File: config.mk
export PLATFORM = sky130hd
export DESIGN_NAME = stack_param_sync
export DESIGN_NICKNAME = d
export VERILOG_FILES = /design/src/rtl/stack_param_sync.sv
export SDC_FILE = /design/constraint.sdc
export NUM_CORES = 1
export LEC_CHECK = 0
export CAP_MARGIN = 30
export CORE_AREA = 2 2 109 111
export CTS_CLUSTER_SIZE = 20
export DETAILED_ROUTE_END_ITERATION = 10
export DIE_AREA = 0 0 111 113
export PLACE_DENSITY_LB_ADDON = 0.1
export SYNTH_ARGS = -nofsm -noshare
export SYNTH_HDL_FRONTEND = slang
export SYNTH_SLANG_ARGS = --single-unit
File: constraint.sdc
create_clock -name notCLK -period 10.3 [get_ports notCLK]
set_clock_uncertainty 0.2 [all_clocks]
set_input_delay 2.06 -clock notCLK [delete_from_list [all_inputs] [get_ports notCLK]]
set_output_delay 2.06 -clock notCLK [all_outputs]
set_load 0.005 [all_outputs]
File: src/rtl/stack_param_sync.sv
// Parametrised command-driven LIFO operand stack.
// The stack is a circular buffer addressed by 'top', which points at the next free slot.
// COUNT tracks occupancy independently, so the same storage can do two things:
// - WRAP=1 overwrites the oldest entry when full and reads stale words when empty.
// - WRAP=0 rejects over/underflow and out-of-range GETs with a one-cycle ERR pulse.
// Outputs and handshake:
// - DATA_OUT/OUT_VALID/ERR are registered.
// - OUT_VALID and ERR are single-cycle pulses, and they are never asserted together.
// - DATA_OUT is zero whenever OUT_VALID is low.
// - There is no backpressure: one command is accepted on every rising edge.
module stack_param_sync #(
  parameter  int WIDTH = 4,
  parameter  int DEPTH = 5,
  parameter  int IDX_W = 3,
  parameter  int WRAP  = 1,
  localparam int CNT_W = $clog2(DEPTH + 1)
) (
  input  logic             notCLK,
  input  logic             RESET,
  input  logic [2:0]       COMMAND,
  input  logic [IDX_W-1:0] INDEX,
  input  logic [WIDTH-1:0] DATA_IN,
  output logic [WIDTH-1:0] DATA_OUT,
  output logic             OUT_VALID,
  output logic             ERR,
  output logic [CNT_W-1:0] COUNT,
  output logic             FULL,
  output logic             EMPTY
);

  localparam int          PTR_W = (DEPTH > 2) ? $clog2(DEPTH) : 1;
  localparam logic [31:0] D     = 32'(DEPTH);
  localparam bit          SAT   = (WRAP == 0);

  typedef enum logic [2:0] {
    CMD_NOP   = 3'b000,
    CMD_PUSH  = 3'b001,
    CMD_POP   = 3'b010,
    CMD_GET   = 3'b011,
    CMD_CLEAR = 3'b100,
    CMD_DUP   = 3'b101
  } cmd_e;

  cmd_e             cmd;
  logic [WIDTH-1:0] mem [DEPTH];
  logic [PTR_W-1:0] top;
  logic [PTR_W-1:0] prev_addr;
  logic [PTR_W-1:0] next_addr;
  logic [PTR_W-1:0] get_addr;
  logic [31:0]      top_ext;
  logic [31:0]      idx_red;

  assign cmd = cmd_e'(COMMAND);

  assign FULL  = (COUNT == CNT_W'(DEPTH));
  assign EMPTY = (COUNT == '0);

  // Pointer arithmetic.
  // Offsets of DEPTH are added before each modulo, so nothing underflows for any DEPTH.
  // Reserved command codes fall into the default branch of the case below, so they act as NOP.
  assign top_ext   = 32'(top);
  assign idx_red   = 32'(INDEX) % D;
  assign prev_addr = PTR_W'((top_ext + D - 32'd1) % D);
  assign next_addr = PTR_W'((top_ext + 32'd1) % D);
  assign get_addr  = PTR_W'((top_ext + 32'd2 * D - 32'd1 - idx_red) % D);

  // Command execution: reset/CLEAR wipe everything, otherwise one command per edge.
  always_ff @(posedge notCLK) begin
    OUT_VALID <= 1'b0;
    ERR       <= 1'b0;
    DATA_OUT  <= '0;
    if (RESET || cmd == CMD_CLEAR) begin
      top   <= '0;
      COUNT <= '0;
      for (int i = 0; i < DEPTH; i++) mem[i] <= '0;
    end else begin
      case (cmd)
        CMD_PUSH, CMD_DUP: begin
          if ((SAT && FULL) || (SAT && EMPTY && cmd == CMD_DUP)) begin
            ERR <= 1'b1;
          end else begin
            mem[top] <= (cmd == CMD_DUP) ? mem[prev_addr] : DATA_IN;
            top      <= next_addr;
            if (!FULL) COUNT <= COUNT + 1'b1;
          end
        end
        CMD_POP: begin
          if (SAT && EMPTY) begin
            ERR <= 1'b1;
          end else begin
            top       <= prev_addr;
            DATA_OUT  <= mem[prev_addr];
            OUT_VALID <= 1'b1;
            if (!EMPTY) COUNT <= COUNT - 1'b1;
          end
        end
        CMD_GET: begin
          if (SAT && (32'(INDEX) >= 32'(COUNT))) begin
            ERR <= 1'b1;
          end else begin
            DATA_OUT  <= mem[get_addr];
            OUT_VALID <= 1'b1;
          end
        end
        default: ;
      endcase
    end
  end

endmodule

Yosys cells after proc, flatten, opt, wreduce, memory -nomap -nowiden
Memory sizes are Yosys's and may differ from the RTL's.
Index checks and enable logic that the tools add are counted.
Widths: inputs -> output; s select.
Storage, ports and cells
  bits in registers: 11
  RAM bits: 20
  output and inout port bits: 11
  bits in read-only memories: 0
  bits in latches: 0
  memories kept: 1
Memories
  mem: depth 5, width 4, read ports 2, clocked after Yosys merged registers in 0, write ports 5, line 45  | logic [WIDTH-1:0] mem [DEPTH];
Cells by class
  multiplexer cells: 15
  reductions and logical operators: 7
  shift operators: 0
  divide/modulo/power cells: 4
  order comparisons: 0
  add/sub/neg operators: 8
  multipliers: 0
  bitwise logic cells: 0
  equal/unequal tests: 8
Operators by type and width (number)
  $mod 32x3->32 const B: 3
  $mod 3x3->32 const B: 1
  $sub 32x32->32: 1
  $pmux 3 s2: 2
  $eq 3x3->1 const B: 3
  $mux 3: 3
  $mux 4: 2
  $pmux 4 s2: 1
  $mux 1: 7
  $eq 3x2->1 const B: 2
  $sub 5x1->6 const B: 1
  $add 3x4->5 const B: 1
  $sub 4x1->5 const B: 1
  $add 3x1->4 const B: 1
  $add 3x3->4 const B: 1
  $ne 2x2->1 const B: 2
  $reduce_or 2->1: 2
  $reduce_or 4->1: 1
  $add 3x1->3 const B: 1
  $eq 3x1->1 const B: 1
  $logic_not 3->1: 1
  $reduce_and 3->1: 1
  $sub 3x1->3 const B: 1
  $reduce_bool 2->1: 1
  $logic_or 1x1->1: 1

Longest topological paths before layout
  word-level depth: 7
  gate-level depth with buffers: 35

Worst setup path after synthesis
OpenSTA, ideal clock, no wires.
  kind: input-to-reg
  start: in INDEX[0]
  end: reg DATA_OUT[3]
  path buffers: 3
  stages on the path: 33
  path slack: 2241 ps
  arrival time: 7733 ps
  library setup time: 126 ps
  cells stage by stage: inv_1 ha_1 inv_1 ha_1 a21o_1 xnor2_1 ha_1 inv_1 fa_1 and3_1 nor2_2 o31ai_1 o211a_1 buf_6 or3_1 nand2_2 inv_2 ha_1 nor3_1 o21ai_0 xnor2_1 ha_1 clkbuf_1 nand2b_1 nand2_1 inv_1 o311a_1 a211o_1 or3_1 buf_2 o221ai_1 a22o_1 o32ai_1
Between the ends
  longest elaborated chain between the ends: 5
RTL lines
  start: declaration: line 21  | input logic [IDX_W-1:0] INDEX,
  $mod 3x3->32: line 62  | assign idx_red = 32'(INDEX) % D;
  $sub 32x32->32: line 65  | assign get_addr = PTR_W'((top_ext + 32'd2 * D - 32'd1 - idx_red) % D);
  $mod 32x3->32: line 65
  $mem_v2 5x4
  $pmux 4 s2: line 77  | case (cmd)
  end signal: assignment: line 92  | DATA_OUT <= mem[prev_addr];
  end signal: assignment: line 101  | DATA_OUT <= mem[get_addr];
  end: declaration: line 23  | output logic [WIDTH-1:0] DATA_OUT,
No other way between the ends.
A chain may end at the register's enable or synchronous reset.

Worst setup path in the final report
  start: in INDEX[0]
  end: reg DATA_OUT[1]
The elaborated chain is that of the path after synthesis.

==> impl_metrics.yaml <==
outcome:
  status: "finished, final reports clean"
drt:
  drc_errors: 0
  avgRoutedWirePerCell_um: 17.5
  met2_length_um: 4870
  drt-met1-wl_um: 4970
  drt_pass1_iterations: 4
  drt-total-wl_um: 10400
  ant_nets: 0
  drtIter0Drc: 274
  vias: 3379
  maxUsedRoutingLayer: "met4"
  wl_met3_um: 487
  viasPerCell: 5.69
sta:
  max_freq_mhz: 107
  finalSetupViolations: 0
  setup-tns-final_ns: 0
  slew_headroom_pct: 50.8
  period_needed_ns: 9.32
  drv_slew: 0
  rsz0062_at_grt: "no"
  worst_pin_slew_ns: 0.737
  period_share_pct: 90.4
  hold_viol: 0
power:
  p_int_uw: 540
  switchingPower_uw: 431
  p_total_uw: 972
  p_comb_share_pct: 60.2
  irDropWorstVdd_v: 0.000121
  switching_share_pct: 44.4
  seqPwrFrac_pct: 21.3
  p_per_area_nw_per_um2: 223
  pwr-share-clk_pct: 18.5
  power_leakage_uw: 0.00169
worst_setup_path:
  worstSetupPathType: "primary input to register"
  cp_slowest_cell: "a211oi_2"
  critPathBufInv: 6
  arrival_ns: 9.29
  startpoint_type: "primary input"
  cp_max_fo: 12
  critPathTopFamily: "compound AO/OA/AOI/OAI gates"
  required_ns: 10.28
  cpPeakStageDelay_ns: 0.66
  crit_top_cell: "ha_1"
  end_kind: "register"
synthesis:
  avgSynthCellArea_um2: 8.91
  synth_ff_type: "edfxtp_1"
  netlist_instances: 434
  synthAdderAreaFrac_pct: 9.77
  synth_compound_area_share_pct: 24.1
  yosysWarnings: 0
  synth-edff-count: 32
  synth-xor-area-share_pct: 3.59
  synth_top_family_by_area: "compound AO/OA/AOI/OAI gates"
  synth.yosys.seq_area_share_pct: 30.5
  synth.net_count: 475
  ys_types: 68
  synthSimpleGateAreaFrac_pct: 18.9
  synth_area_um2: 3870
  async_flop_share_pct: 0
  ys_ff_latch: 43
  muxShareOfSynthArea_pct: 7.64
floorplan:
  die_w_um: 111
  fp.dieArea_um2: 12500
  floorplan.core_area_um2: 11300
  die_height_um: 113
  ioPinCount: 23
  initial_utilization_pct: 34.3
  placementRows: 39
final_layout:
  area_delta_synth_final_pct: 12.6
  finalNetCount: 491
  layout-drive-gt1-share_pct: 7.98
  diodes: 0
  finalInstanceArea_um2: 4360
  fin_cells: 594
clock_tree:
  htree_levels: 2
  worst_skew_pair.late_latency_ns: 0.28
  cts_inserted_buffers: 5
  cts_buffer_depth: 2
  cts.clk_slew.worst_paths_ns: 0.06
  root_buffer: "clkbuf_16"
  cts_tree: "built"
  cts_hold_buf: 0
  cts.sink_count: 43
  cts_setup_buffers: 0
  cts_resized: 0
worst_hold_path:
  hp-class: "register to register"
placement:
  post-place-cells: 586
  dpl.hpwl_um: 8310
  routabilityCongestion: 0.869
  placed_area_um2: 4190
  io_buffers: 21
global_routing:
  antenna_found_initial: 0
  grt_pass1_vias: 3212
  grt_pass1_wl_um: 16900
  gr-usage-all-layers_pct: 16.7
  overflow: 0
  grt_max_degree: 15
run:
  cap_violations: 0
-- Yosys cell counts (11+ instances only) --
master,instances,area share (%)
edfxtp_1,32,25
o21ai_0,17,2.2
a21oi_1,24,3.1
nand3_1,16,2.1
nor3_1,11,1.4
xnor2_1,11,2.5
nand2_1,35,3.4
ha_1,27,8.7
inv_1,28,2.7
nor2_1,53,5.1
a211oi_1,11,2.1
dfxtp_1,11,5.7
-- tightest hold or removal path, delay by kind of cell, from the launching register on --
kind,cells,cell delay (ns)
compound gates,1,0.05
flops,1,0.34
simple gates,1,0.11
-- per-stage QoR --
step                setup WS (ns)  util, %  hold slack, ns
floorplan                    2.24        -           0.317
global placement            0.930     37.1           0.332
detailed placement          0.761     37.1           0.339
CTS                          1.03     38.6           0.349
global route                0.291     38.6           0.413
finish                      0.984     38.6           0.344
-- layout make-up --
type                    count  area [µm²]
clock inverters             3        43.8
multi-input cells         346        2480
clock buffers               5         125
inverters                  30         113
repair buffers             24         233
fillers                  1125        6920
well taps                 143         179
flip-flops and latches     43        1180
-- sequential cells by signal (all words and copies together) (netlist names) --
signal     cells
COUNT          3
DATA_OUT       4
OUT_VALID      1
mem           32
top            3
-- placed cells by master, fill, tap and decap left out, types with 4 or more instances in the layout --
cell type / netlist / layout
a211oi_1: 11 / 11
a21o_1: 6 / 6
a21oi_1: 24 / 24
a22o_1: 4 / 4
a22oi_1: 4 / 4
a31oi_1: 7 / 7
a32o_1: 4 / 4
and3_1: 7 / 7
clkbuf_16: 0 / 5
clkdlybuf4s50_1: 0 / 21
dfxtp_1: 11 / 11
edfxtp_1: 32 / 32
ha_1: 27 / 27
inv_1: 28 / 28
mux2i_1: 10 / 10
mux4_2: 8 / 8
nand2_1: 35 / 35
nand2b_1: 4 / 4
nand3_1: 16 / 16
nor2_1: 53 / 53
nor2b_1: 7 / 7
nor3_1: 11 / 11
o21ai_0: 17 / 17
o221ai_1: 9 / 9
o22ai_1: 7 / 7
o32ai_1: 4 / 4
or3_1: 4 / 4
xnor2_1: 11 / 11
-- path summary, 6_finish.rpt --
path / start / end / slack (ns) / cells past startpoint
setup reg to reg: top[0]$_SDFFE_PP0P_ / DATA_OUT[1]$_SDFF_PP0_ / 3.09 / 25
setup / recovery: INDEX[0] / DATA_OUT[1]$_SDFF_PP0_ / 0.98 / 32
hold / removal: COUNT[1]$_SDFFE_PP0P_ / COUNT[1]$_SDFFE_PP0P_ / 0.34 / 2
hold reg to reg: COUNT[1]$_SDFFE_PP0P_ / COUNT[1]$_SDFFE_PP0P_ / 0.34 / 2
-- metal layers --
metal  global-route usage, %  up-vias
li1                        -     1659
met5                       0        -
met1                    23.8     1622
met3                    1.82       10
met4                    3.92        0
met2                    27.3       88
-- power groups by stage --
stage                     clock [µW]  combinational, µW  sequential (µW)
after floorplan                    0                464              207
after global placement             0                580              211
after detailed placement           0                578              210
after CTS                        181                582              207
after global routing             190                648              208
final                            180                585              207
-- cell families after synthesis --
logic type	Yosys count
and+or+nand+nor	155
other	1
buffers and inverters	45
xor gates and xnor gates	15
adders and majority gates	29
AOI/OAI and AO/OA	127
muxes	19
DFF	43
Power figures use the tool's default switching activity.
